==> config.mk <==
export PLATFORM = sky130hd
export DESIGN_NAME = ps2_keycode_receiver
export DESIGN_NICKNAME = d
export VERILOG_FILES = /design/src/rtl/ps2_pkg.sv /design/src/rtl/ps2_frame_rx.sv /design/src/rtl/ps2_keycode_receiver.sv
export SDC_FILE = /design/constraint.sdc
export NUM_CORES = 1
export LEC_CHECK = 0
export CAP_MARGIN = 5
export CORE_ASPECT_RATIO = 0.6
export CORE_MARGIN = 2
export CORE_UTILIZATION = 55
export DETAILED_ROUTE_END_ITERATION = 10
export GPL_TIMING_DRIVEN = 0
export PLACE_DENSITY = 0.86
export SLEW_MARGIN = 20
export SYNTH_ARGS = -nofsm -noshare
export SYNTH_HDL_FRONTEND = slang
export SYNTH_SLANG_ARGS = --single-unit
==> constraint.sdc <==
create_clock -name Clk -period 2.4 [get_ports Clk]
set_input_delay 0.6 -clock Clk [delete_from_list [all_inputs] [get_ports Clk]]
set_output_delay 0.6 -clock Clk [all_outputs]
set_load 0.03 [all_outputs]
==> src/rtl/ps2_pkg.sv <==
// rtl/ps2_pkg.sv - shared frame states, scancode constants and helpers for the PS/2 receiver
package ps2_pkg;

  typedef enum logic [1:0] {
    IDLE,
    DATA,
    PARITY,
    STOP
  } frame_state_t;

  localparam logic [7:0] PS2_EXT      = 8'hE0;
  localparam logic [7:0] PS2_BREAK    = 8'hF0;
  localparam logic [7:0] PS2_BAT_OK   = 8'hAA;
  localparam logic [7:0] PS2_ACK      = 8'hFA;
  localparam logic [7:0] PS2_ECHO     = 8'hEE;
  localparam logic [7:0] PS2_RESEND   = 8'hFE;
  localparam logic [7:0] PS2_PAUSE    = 8'hE1;
  localparam logic [7:0] PS2_ERR_LOW  = 8'h00;
  localparam logic [7:0] PS2_ERR_HIGH = 8'hFF;

  // Keyboard status/response bytes that must never become key events.
  function automatic logic is_system_byte(input logic [7:0] b);
    return (b == PS2_BAT_OK) || (b == PS2_ACK) || (b == PS2_ECHO) ||
           (b == PS2_RESEND) || (b == PS2_PAUSE) ||
           (b == PS2_ERR_LOW) || (b == PS2_ERR_HIGH);
  endfunction

endpackage

==> src/rtl/ps2_frame_rx.sv <==
// rtl/ps2_frame_rx.sv - PS/2 line sync, clock glitch filter, 11-bit frame FSM and timeout
module ps2_frame_rx
  import ps2_pkg::*;
#(
  parameter int FILTER_LEN     = 8,
  parameter int TIMEOUT_CYCLES = 50000
) (
  input  logic       Clk,
  input  logic       Reset,
  input  logic       PS2_CLK,
  input  logic       PS2_DAT,
  output logic [7:0] byte_data,
  output logic       byte_valid,
  output logic       frame_err
);

  localparam int FW = $clog2(FILTER_LEN + 1);
  localparam int TW = $clog2(TIMEOUT_CYCLES + 1);
  localparam logic [FW-1:0] FILT_MAX = FW'(FILTER_LEN - 1);
  localparam logic [TW-1:0] TIME_MAX = TW'(TIMEOUT_CYCLES - 1);

  logic          clk_s1, clk_s2, dat_s1, dat_s2;
  logic          filt_clk, filt_clk_d;
  logic [FW-1:0] filt_cnt;
  logic          sample;

  frame_state_t  state, next_state;
  logic [2:0]    bit_cnt;
  logic [7:0]    shift;
  logic          par;
  logic [TW-1:0] timer;
  logic          timeout;
  logic          valid_nxt, err_nxt;

  always_ff @(posedge Clk) begin
    if (Reset) begin
      clk_s1     <= 1'b1;
      clk_s2     <= 1'b1;
      dat_s1     <= 1'b1;
      dat_s2     <= 1'b1;
      filt_clk   <= 1'b1;
      filt_clk_d <= 1'b1;
      filt_cnt   <= '0;
    end else begin
      clk_s1     <= PS2_CLK;
      clk_s2     <= clk_s1;
      dat_s1     <= PS2_DAT;
      dat_s2     <= dat_s1;
      filt_clk_d <= filt_clk;
      if (clk_s2 != filt_clk) begin
        if (filt_cnt == FILT_MAX) begin
          filt_clk <= clk_s2;
          filt_cnt <= '0;
        end else begin
          filt_cnt <= filt_cnt + 1'b1;
        end
      end else begin
        filt_cnt <= '0;
      end
    end
  end

  assign sample  = filt_clk_d & ~filt_clk;
  assign timeout = (state != IDLE) && (timer == TIME_MAX);

  always_comb begin
    next_state = state;
    valid_nxt  = 1'b0;
    err_nxt    = 1'b0;
    case (state)
      IDLE:    if (sample && !dat_s2) next_state = DATA;
      DATA:    if (sample && bit_cnt == 3'd7) next_state = PARITY;
      PARITY:  if (sample) next_state = STOP;
      STOP: begin
        if (sample) begin
          next_state = IDLE;
          // Odd parity: data ones plus the parity bit must be odd.
          if (dat_s2 && (^{shift, par})) valid_nxt = 1'b1;
          else                           err_nxt   = 1'b1;
        end
      end
      default: next_state = IDLE;
    endcase
    if (!sample && timeout) begin
      next_state = IDLE;
      err_nxt    = 1'b1;
    end
  end

  always_ff @(posedge Clk) begin
    if (Reset) begin
      state      <= IDLE;
      bit_cnt    <= '0;
      shift      <= '0;
      par        <= 1'b0;
      timer      <= '0;
      byte_data  <= '0;
      byte_valid <= 1'b0;
      frame_err  <= 1'b0;
    end else begin
      state      <= next_state;
      byte_valid <= valid_nxt;
      frame_err  <= err_nxt;
      if (valid_nxt) byte_data <= shift;
      if (sample || state == IDLE) timer <= '0;
      else                         timer <= timer + 1'b1;
      if (sample) begin
        case (state)
          IDLE:   bit_cnt <= '0;
          DATA: begin
            shift   <= {dat_s2, shift[7:1]};
            bit_cnt <= bit_cnt + 3'd1;
          end
          PARITY: par <= dat_s2;
          default: ;
        endcase
      end
    end
  end

endmodule

==> src/rtl/ps2_keycode_receiver.sv <==
// rtl/ps2_keycode_receiver.sv - Set-2 scancode decoder with E0/F0 prefixes and held-key register
module ps2_keycode_receiver
  import ps2_pkg::*;
#(
  parameter int FILTER_LEN     = 8,
  parameter int TIMEOUT_CYCLES = 50000
) (
  input  logic        Clk,
  input  logic        Reset,
  input  logic        PS2_CLK,
  input  logic        PS2_DAT,
  output logic [7:0]  byte_data,
  output logic        byte_valid,
  output logic        frame_err,
  output logic        key_event,
  output logic        key_make,
  output logic        key_extended,
  output logic [7:0]  key_code,
  output logic [15:0] keycode
);

  logic        ext_pending, brk_pending;
  logic [15:0] event_key;

  ps2_frame_rx #(
    .FILTER_LEN    (FILTER_LEN),
    .TIMEOUT_CYCLES(TIMEOUT_CYCLES)
  ) u_frame_rx (
    .Clk       (Clk),
    .Reset     (Reset),
    .PS2_CLK   (PS2_CLK),
    .PS2_DAT   (PS2_DAT),
    .byte_data (byte_data),
    .byte_valid(byte_valid),
    .frame_err (frame_err)
  );

  assign event_key = {(ext_pending ? PS2_EXT : 8'h00), byte_data};

  always_ff @(posedge Clk) begin
    if (Reset) begin
      ext_pending  <= 1'b0;
      brk_pending  <= 1'b0;
      key_event    <= 1'b0;
      key_make     <= 1'b0;
      key_extended <= 1'b0;
      key_code     <= '0;
      keycode      <= '0;
    end else begin
      key_event <= 1'b0;
      if (frame_err) begin
        ext_pending <= 1'b0;
        brk_pending <= 1'b0;
      end else if (byte_valid) begin
        if (byte_data == PS2_EXT) begin
          ext_pending <= 1'b1;
        end else if (byte_data == PS2_BREAK) begin
          brk_pending <= 1'b1;
        end else begin
          ext_pending <= 1'b0;
          brk_pending <= 1'b0;
          if (!is_system_byte(byte_data)) begin
            key_event    <= 1'b1;
            key_code     <= byte_data;
            key_extended <= ext_pending;
            key_make     <= ~brk_pending;
            // Releasing a key other than the held one leaves the held key in place.
            if (!brk_pending)            keycode <= event_key;
            else if (event_key == keycode) keycode <= '0;
          end
        end
      end
    end
  end

endmodule

==> flow_metrics.py, run 1 <==
metrics = {
    "timing": {
        "setup_slack_ps": 149.1,
        "timing.fmax_ghz": 0.4443,
        "finalCritPeriodShare": 0.9379,
        "hold_ws_ps": 420.0,
        "setup_viol": 0,
        "period_minus_slack_ps": 2251,
        "setup_tns_ps": 0,
        "finalMaxSlewViolations": 0,
        "finalHoldViolCount": 0,
        "grt_setup_unrepaired": "no",
        "max-slew-margin-rel": 0.5386,
        "clock_skew_ps": 6.439,
        "tightest_slew_ps": 689.6,
    },
    "drt": {
        "firstDrtPassIters": 5,
        "drtIter0Drc": 181,
        "ant_nets": 0,
        "drc_errors": 0,
        "routed_wl_um": 6695,
        "wire_per_inst_um": 13.78,
        "vias": 2585,
        "viasPerCell": 5.319,
    },
    "cells_and_area": {
        "fin_util": 0.6887,
        "multiInputGateArea_um2": 1579,
        "n_antenna_cell": 0,
        "drive_gt1_frac": 0.09852,
        "syn_to_final_growth_pct": 21.09,
        "fin_area_um2": 3836,
        "nFillCells": 438,
        "nets": 413,
        "regArea_um2": 1441,
    },
    "cts": {
        "numCtsBuffers": 9,
        "post_cts_buffers": 0,
        "cts_buffer_depth": 2,
        "cts_tree": "yes",
        "root_buffer": "clkbuf_8",
        "holdBufCountCts": 0,
        "insertion_delay_ps": 340,
        "cts_resized": 0,
        "clock-sinks": 72,
        "clkTransAtPathRegs_ps": 80,
        "h-tree-depth": 3,
    },
    "global_route": {
        "grt_start_max_net_pins": 15,
        "grt_pass1_wl_um": 11260,
        "grt_usage": 0.2240,
        "grt_pass1_vias": 2422,
        "antenna_found_initial": 0,
        "globalRouteOverflowTotal": 0,
    },
    "floorplanning": {
        "initial_core_util": 0.5687,
        "rows": 21,
        "fp.dieH_um": 62.79,
        "die_area_um2": 6403,
        "coreArea_um2": 5570,
        "die_width_um": 102.0,
        "ios": 41,
    },
    "worst_setup_path": {
        "crit_family": "buffers and inverters",
        "slowest_delay_ps": 750,
        "critical_path_depth": 1,
        "start_kind": "flop",
        "arrival_ps": 1650,
        "critPathRequiredTime_ps": 1800,
        "critPathKind": "reg -> out",
        "slowest_stage": "clkdlybuf4s50_1",
        "cp_cell_sequence": "clkdlybuf4s50_1",
        "r2r_cells": 7,
        "timing.rr.end": "key_code[4]$_SDFFE_PP0P_",
        "setup.worst_path.end_class": "output port",
        "timing.rr.start": "u_frame_rx.byte_data[2]$_SDFFE_PP0P_",
        "r2r_setup_slack_ps": 250,
        "critPathBufInv": 1,
        "critPathMaxFanout": 8,
    },
    "hold_path": {
        "min_from": "u_frame_rx.dat_s1$_SDFF_PP1_",
        "min_path_type": "reg -> reg",
        "hold_path_depth": 1,
        "min_to": "u_frame_rx.dat_s2$_SDFF_PP1_",
    },
    "synthesis": {
        "synth_compound_area_frac": 0.07109,
        "synth-seq-cells": 72,
        "ys_warn_count": 0,
        "synthArstFlopShare": 0,
        "synth_top_family_by_area": "simple AND/OR/NAND/NOR gates",
        "netlist_area_um2": 3168,
        "seq_area_frac_synth": 0.4550,
        "synth-simple-area-share": 0.2113,
        "syn_avg_cell_area_um2": 9.026,
        "synthMuxAreaShare": 0.08926,
        "syn-instance-count": 351,
        "yosys.area.top_type_share": 0.4550,
        "yosys.area_share.xor_xnor": 0.08926,
        "synth.most_common_cell": "dfxtp_1",
        "synth_common_cells": "dfxtp_1, nor2_1, nand2_1",
        "yosysUniqueCellTypes": 45,
        "synth_fa_ha_area_frac": 0.03160,
        "synth_area_leaders": "dfxtp_1, mux2i_1, nor2_1, nand2_1, xnor2_1",
        "yosysTopAreaCell": "dfxtp_1",
        "synth_ff_type": "dfxtp_1",
        "synth_edf_count": 0,
    },
    "power": {
        "p_leak_nw": 1.479,
        "pwr_density_cell_nw_per_um2": 578.5,
        "ir_drop_v": 0.0004888,
    },
    "placed_design": {
        "portBuffers": 35,
        "gp_congestion": 0.8020,
        "dp_hpwl_um": 4858,
        "placed_area_um2": 3633,
        "pre_cts_slack_ps": 170.2,
    },
    "outcome": {
        "status": "complete, no violations",
    },
    "job": {
        "drv_cap": 0,
    },
}
cells by family after synthesis:
kind of cell	after synthesis
buf+inv	34
fa+ha+maj	8
mux	27
simple gates	144
other cells	1
compound gates	36
xor+xnor	29
flops	72
cell usage in the layout (no fill, tap or decap), types with 8 or more instances in the layout:
master,instances
nor2_1,48
xnor2_1,16
mux2i_1,26
inv_1,10
clkbuf_1,11
dfxtp_1,72
nand3_1,12
clkdlybuf4s50_1,35
nand2_1,44
xor2_1,11
a21oi_1,17
clkbuf_8,9
buf_4,8
ha_1,8
state kept, by name, summed over array words and instances, names as in the netlist, 2 cells and up:
| signal | cells |
|---|---|
| keycode | 9 |
| u_frame_rx.filt_cnt | 4 |
| u_frame_rx.timer | 16 |
| key_code | 8 |
| u_frame_rx.bit_cnt | 3 |
| u_frame_rx.state | 2 |
| u_frame_rx.shift | 8 |
| u_frame_rx.byte_data | 8 |
power by group:
group	internal [mW]	switching (mW)
Sequential	1.20	0.00216
Combinational	0.0150	0.0325
Clock	0.490	0.482
Total	1.70	0.517
stage by stage:
step                      total power [mW]  instances
after floorplan                      1.260        355
after global placement               1.273        470
after detailed placement             1.274        470
after CTS                            2.232        486
after global routing                 2.297        486
final                                2.219        486
worst reg2reg max path, stage by stage, from the launching register on:
cell and delay [ps]:
dfxtp_1 350, clkbuf_1 300, or4_1 210, o311ai_0 170, a211oi_2 320, buf_2 360, mux2i_1 250, nor2_1 60
layer usage:
metal | GRT usage | up-vias | share of wire
met5 | 0 | - | 0
met4 | 0.06667 | 0 | 0.0060
met3 | 0.05481 | 5 | 0.065
met2 | 0.3503 | 87 | 0.45
met1 | 0.3076 | 1218 | 0.48
li1 | - | 1275 | -
worst max-delay path by stage:
stage                                    startpoint                                to  slack, ps
6_report       u_frame_rx.byte_data[7]$_SDFFE_PP0P_                      byte_data[7]        150
5_1_grt              u_frame_rx.timer[6]$_SDFF_PP0_  u_frame_rx.state[0]$_SDFFE_PP0P_        110
4_1_cts        u_frame_rx.byte_data[7]$_SDFFE_PP0P_                      byte_data[7]        170
3_5_place_dp                                  Reset   u_frame_rx.timer[14]$_SDFF_PP0_        170
3_3_place_gp                                  Reset   u_frame_rx.timer[10]$_SDFF_PP0_        210
2_1_floorplan  u_frame_rx.byte_data[1]$_SDFFE_PP0P_          key_code[5]$_SDFFE_PP0P_        410
cell type report:
class,count,area share
clock buffers,9,0.03229
repair buffers,35,0.09132
clock inverters,7,0.02055
well taps,80,0.02609
plain buffers,24,0.03262
flip-flops and latches,72,0.3757
multi-input cells,249,0.4116
inverters,10,0.009785
Power figures use the tool's default switching activity.
==> inputs of run 2 (changes only) <==
--- a/config.mk
+++ b/config.mk
@@ -8,10 +8,10 @@
 export CAP_MARGIN = 5
 export CORE_ASPECT_RATIO = 0.6
 export CORE_MARGIN = 2
-export CORE_UTILIZATION = 55
+export CORE_UTILIZATION = 40
 export DETAILED_ROUTE_END_ITERATION = 10
 export GPL_TIMING_DRIVEN = 0
-export PLACE_DENSITY = 0.86
+export PLACE_DENSITY = 0.68
 export SLEW_MARGIN = 20
 export SYNTH_ARGS = -nofsm -noshare
 export SYNTH_HDL_FRONTEND = slang
==> constraint.sdc (replaced) <==
create_clock -name Clk -period 2.4 [get_ports Clk]
set_input_delay 0.6 -clock Clk [delete_from_list [all_inputs] [get_ports Clk]]
set_output_delay 0.6 -clock Clk [all_outputs]
set_load 0.02 [all_outputs]
==> run 2 against run 1 <==
Compared with the run above:
- sequential cell count unchanged
- worst setup slack better by 91 ps
- clock skew up 2.3 ps
- first-iteration DRC count down 3.9%
- sequential power about the same
- combinational power down 5.9%
- cell count up 5.6%
- clock-buffer cell count up 3
- largest cell class unchanged
- global-route usage down 5.2 points
- clock power up 21%
- cell area up 2.5%
- wire length up 3.2%
==> flow_metrics.py, run 2 (synthesized netlist as in run 1, its figures left out) <==
metrics = {
    "outcome": {
        "status": "complete, no violations",
    },
    "drt": {
        "routed_wl_um": 6907,
        "drtIter0Drc": 174,
        "firstDrtPassIters": 4,
        "wire_per_inst_um": 13.46,
        "ant_nets": 0,
        "drc_errors": 0,
        "viasPerCell": 4.930,
        "vias": 2529,
    },
    "cells_and_area": {
        "drive_gt1_frac": 0.09136,
        "final_cells": 513,
        "layout_commonest_cell": "dfxtp_1",
        "largest_register_ffs": 16,
        "nets": 413,
        "top_regs": "u_frame_rx.timer x16, keycode x9",
        "fin_area_um2": 3934,
        "top_register": "u_frame_rx.timer",
        "final_cell_mix": "dfxtp_1, nor2_1, nand2_1, clkdlybuf4s50_1, mux2i_1",
        "n_antenna_cell": 0,
        "fin_util": 0.5051,
        "syn_to_final_growth_pct": 24.17,
    },
    "worst_setup_path": {
        "critPathBufInv": 1,
        "critPathKind": "reg -> out",
        "critical_path_depth": 1,
        "crit_family": "buffers and inverters",
        "timing.rr.start": "u_frame_rx.byte_data[6]$_SDFFE_PP0P_",
        "r2r_cells": 7,
        "r2r_setup_slack_ps": 250,
        "arrival_ps": 1560,
        "slowest_delay_ps": 680,
        "timing.rr.end": "key_code[7]$_SDFFE_PP0P_",
        "cp_cell_sequence": "clkdlybuf4s50_1",
        "start_kind": "flop",
        "critPathMaxFanout": 8,
        "slowest_stage": "clkdlybuf4s50_1",
        "critPathRequiredTime_ps": 1800,
        "setup.worst_path.end_class": "output port",
    },
    "power": {
        "ir_drop_v": 0.0003924,
        "pwr_density_cell_nw_per_um2": 616.9,
        "p_leak_nw": 1.518,
        "fin_total_pwr_mw": 2.427,
    },
    "hold_path": {
        "min_to": "u_frame_rx.dat_s2$_SDFF_PP1_",
        "min_from": "u_frame_rx.dat_s1$_SDFF_PP1_",
        "min_path_type": "reg -> reg",
        "hold_path_depth": 1,
    },
    "floorplanning": {
        "rows": 25,
        "ios": 41,
        "die_width_um": 118.9,
        "initial_core_util": 0.4067,
        "fp.dieH_um": 72.94,
        "die_area_um2": 8671,
        "coreArea_um2": 7789,
    },
    "cts": {
        "numCtsBuffers": 9,
        "root_buffer": "clkbuf_16",
        "cts_tree": "yes",
        "cts_resized": 0,
        "h-tree-depth": 3,
        "cts_buffer_depth": 2,
        "clkTransAtPathRegs_ps": 50,
        "clock-sinks": 72,
        "post_cts_buffers": 0,
        "insertion_delay_ps": 330,
        "holdBufCountCts": 0,
    },
    "global_route": {
        "grt_usage": 0.1716,
        "grt_pass1_wl_um": 11500,
        "globalRouteOverflowTotal": 0,
        "grt_start_max_net_pins": 12,
        "antenna_found_initial": 0,
        "grt_pass1_vias": 2379,
    },
    "placed_design": {
        "pre_cts_slack_ps": 87.87,
        "placed_area_um2": 3669,
        "portBuffers": 35,
        "gp_congestion": 0.8017,
        "dp.cells": 498,
        "dp_hpwl_um": 4954,
    },
    "timing": {
        "period_minus_slack_ps": 2160,
        "finalMaxSlewViolations": 0,
        "clock_skew_ps": 8.692,
        "timing.fmax_ghz": 0.4629,
        "setup_slack_ps": 239.6,
        "hold_ws_ps": 408.3,
        "max-slew-margin-rel": 0.5440,
        "grt_setup_unrepaired": "no",
        "tightest_slew_ps": 681.4,
        "setup_viol": 0,
        "setup_tns_ps": 0,
        "finalCritPeriodShare": 0.9002,
        "finalHoldViolCount": 0,
    },
    "job": {
        "drv_cap": 0,
    },
}
run 2: cell types whose count changed in the layout (fill, tap and decap cells not counted), sizes merged:
cell	change
bufinv	-1
clkinvlp	-3
clkinv	+3
inv	-3
clkbuf	+3
run 2: layer usage:
layer	track usage	share of wire
met2	0.2433	0.41
met5	0	0
met4	0.07672	0.016
met1	0.2408	0.52
met3	0.05234	0.047
run 2: worst max-delay path by stage:
stage	startpoint	endpoint	slack (ps)
floorplan	u_frame_rx.byte_data[1]$_SDFFE_PP0P_	key_code[5]$_SDFFE_PP0P_	460
global placement	Reset	key_code[3]$_SDFFE_PP0P_	120
detailed placement	Reset	key_code[3]$_SDFFE_PP0P_	90
CTS	u_frame_rx.byte_data[7]$_SDFFE_PP0P_	byte_data[7]	240
global route	u_frame_rx.byte_data[2]$_SDFFE_PP0P_	key_code[7]$_SDFFE_PP0P_	110
finish	u_frame_rx.byte_data[7]$_SDFFE_PP0P_	byte_data[7]	240
run 2: cell type report:
cell class,instances,area (µm²)
inverters,10,37.54
flip-flops and latches,72,1441
clock buffers,12,246.5
plain buffers,24,125.1
fillers,728,3855
clock inverters,3,18.77
repair buffers,35,350.3
well taps,108,135.1
multi-input cells,249,1579
run 2: power breakdown:
part / switching [mW] / internal (mW)
Combinational: 0.0297 / 0.0149
Clock: 0.461 / 0.719
Sequential: 0.00206 / 1.20
==> inputs of run 3 (changes only) <==
--- a/config.mk
+++ b/config.mk
@@ -5,6 +5,7 @@
 export SDC_FILE = /design/constraint.sdc
 export NUM_CORES = 1
 export LEC_CHECK = 0
+export ABC_CLOCK_PERIOD_IN_PS = 2400
 export CAP_MARGIN = 5
 export CORE_ASPECT_RATIO = 0.6
 export CORE_MARGIN = 2
==> results of run 3 <==
Same layout as run 2: the final DEF is identical, and so are final timing and power.
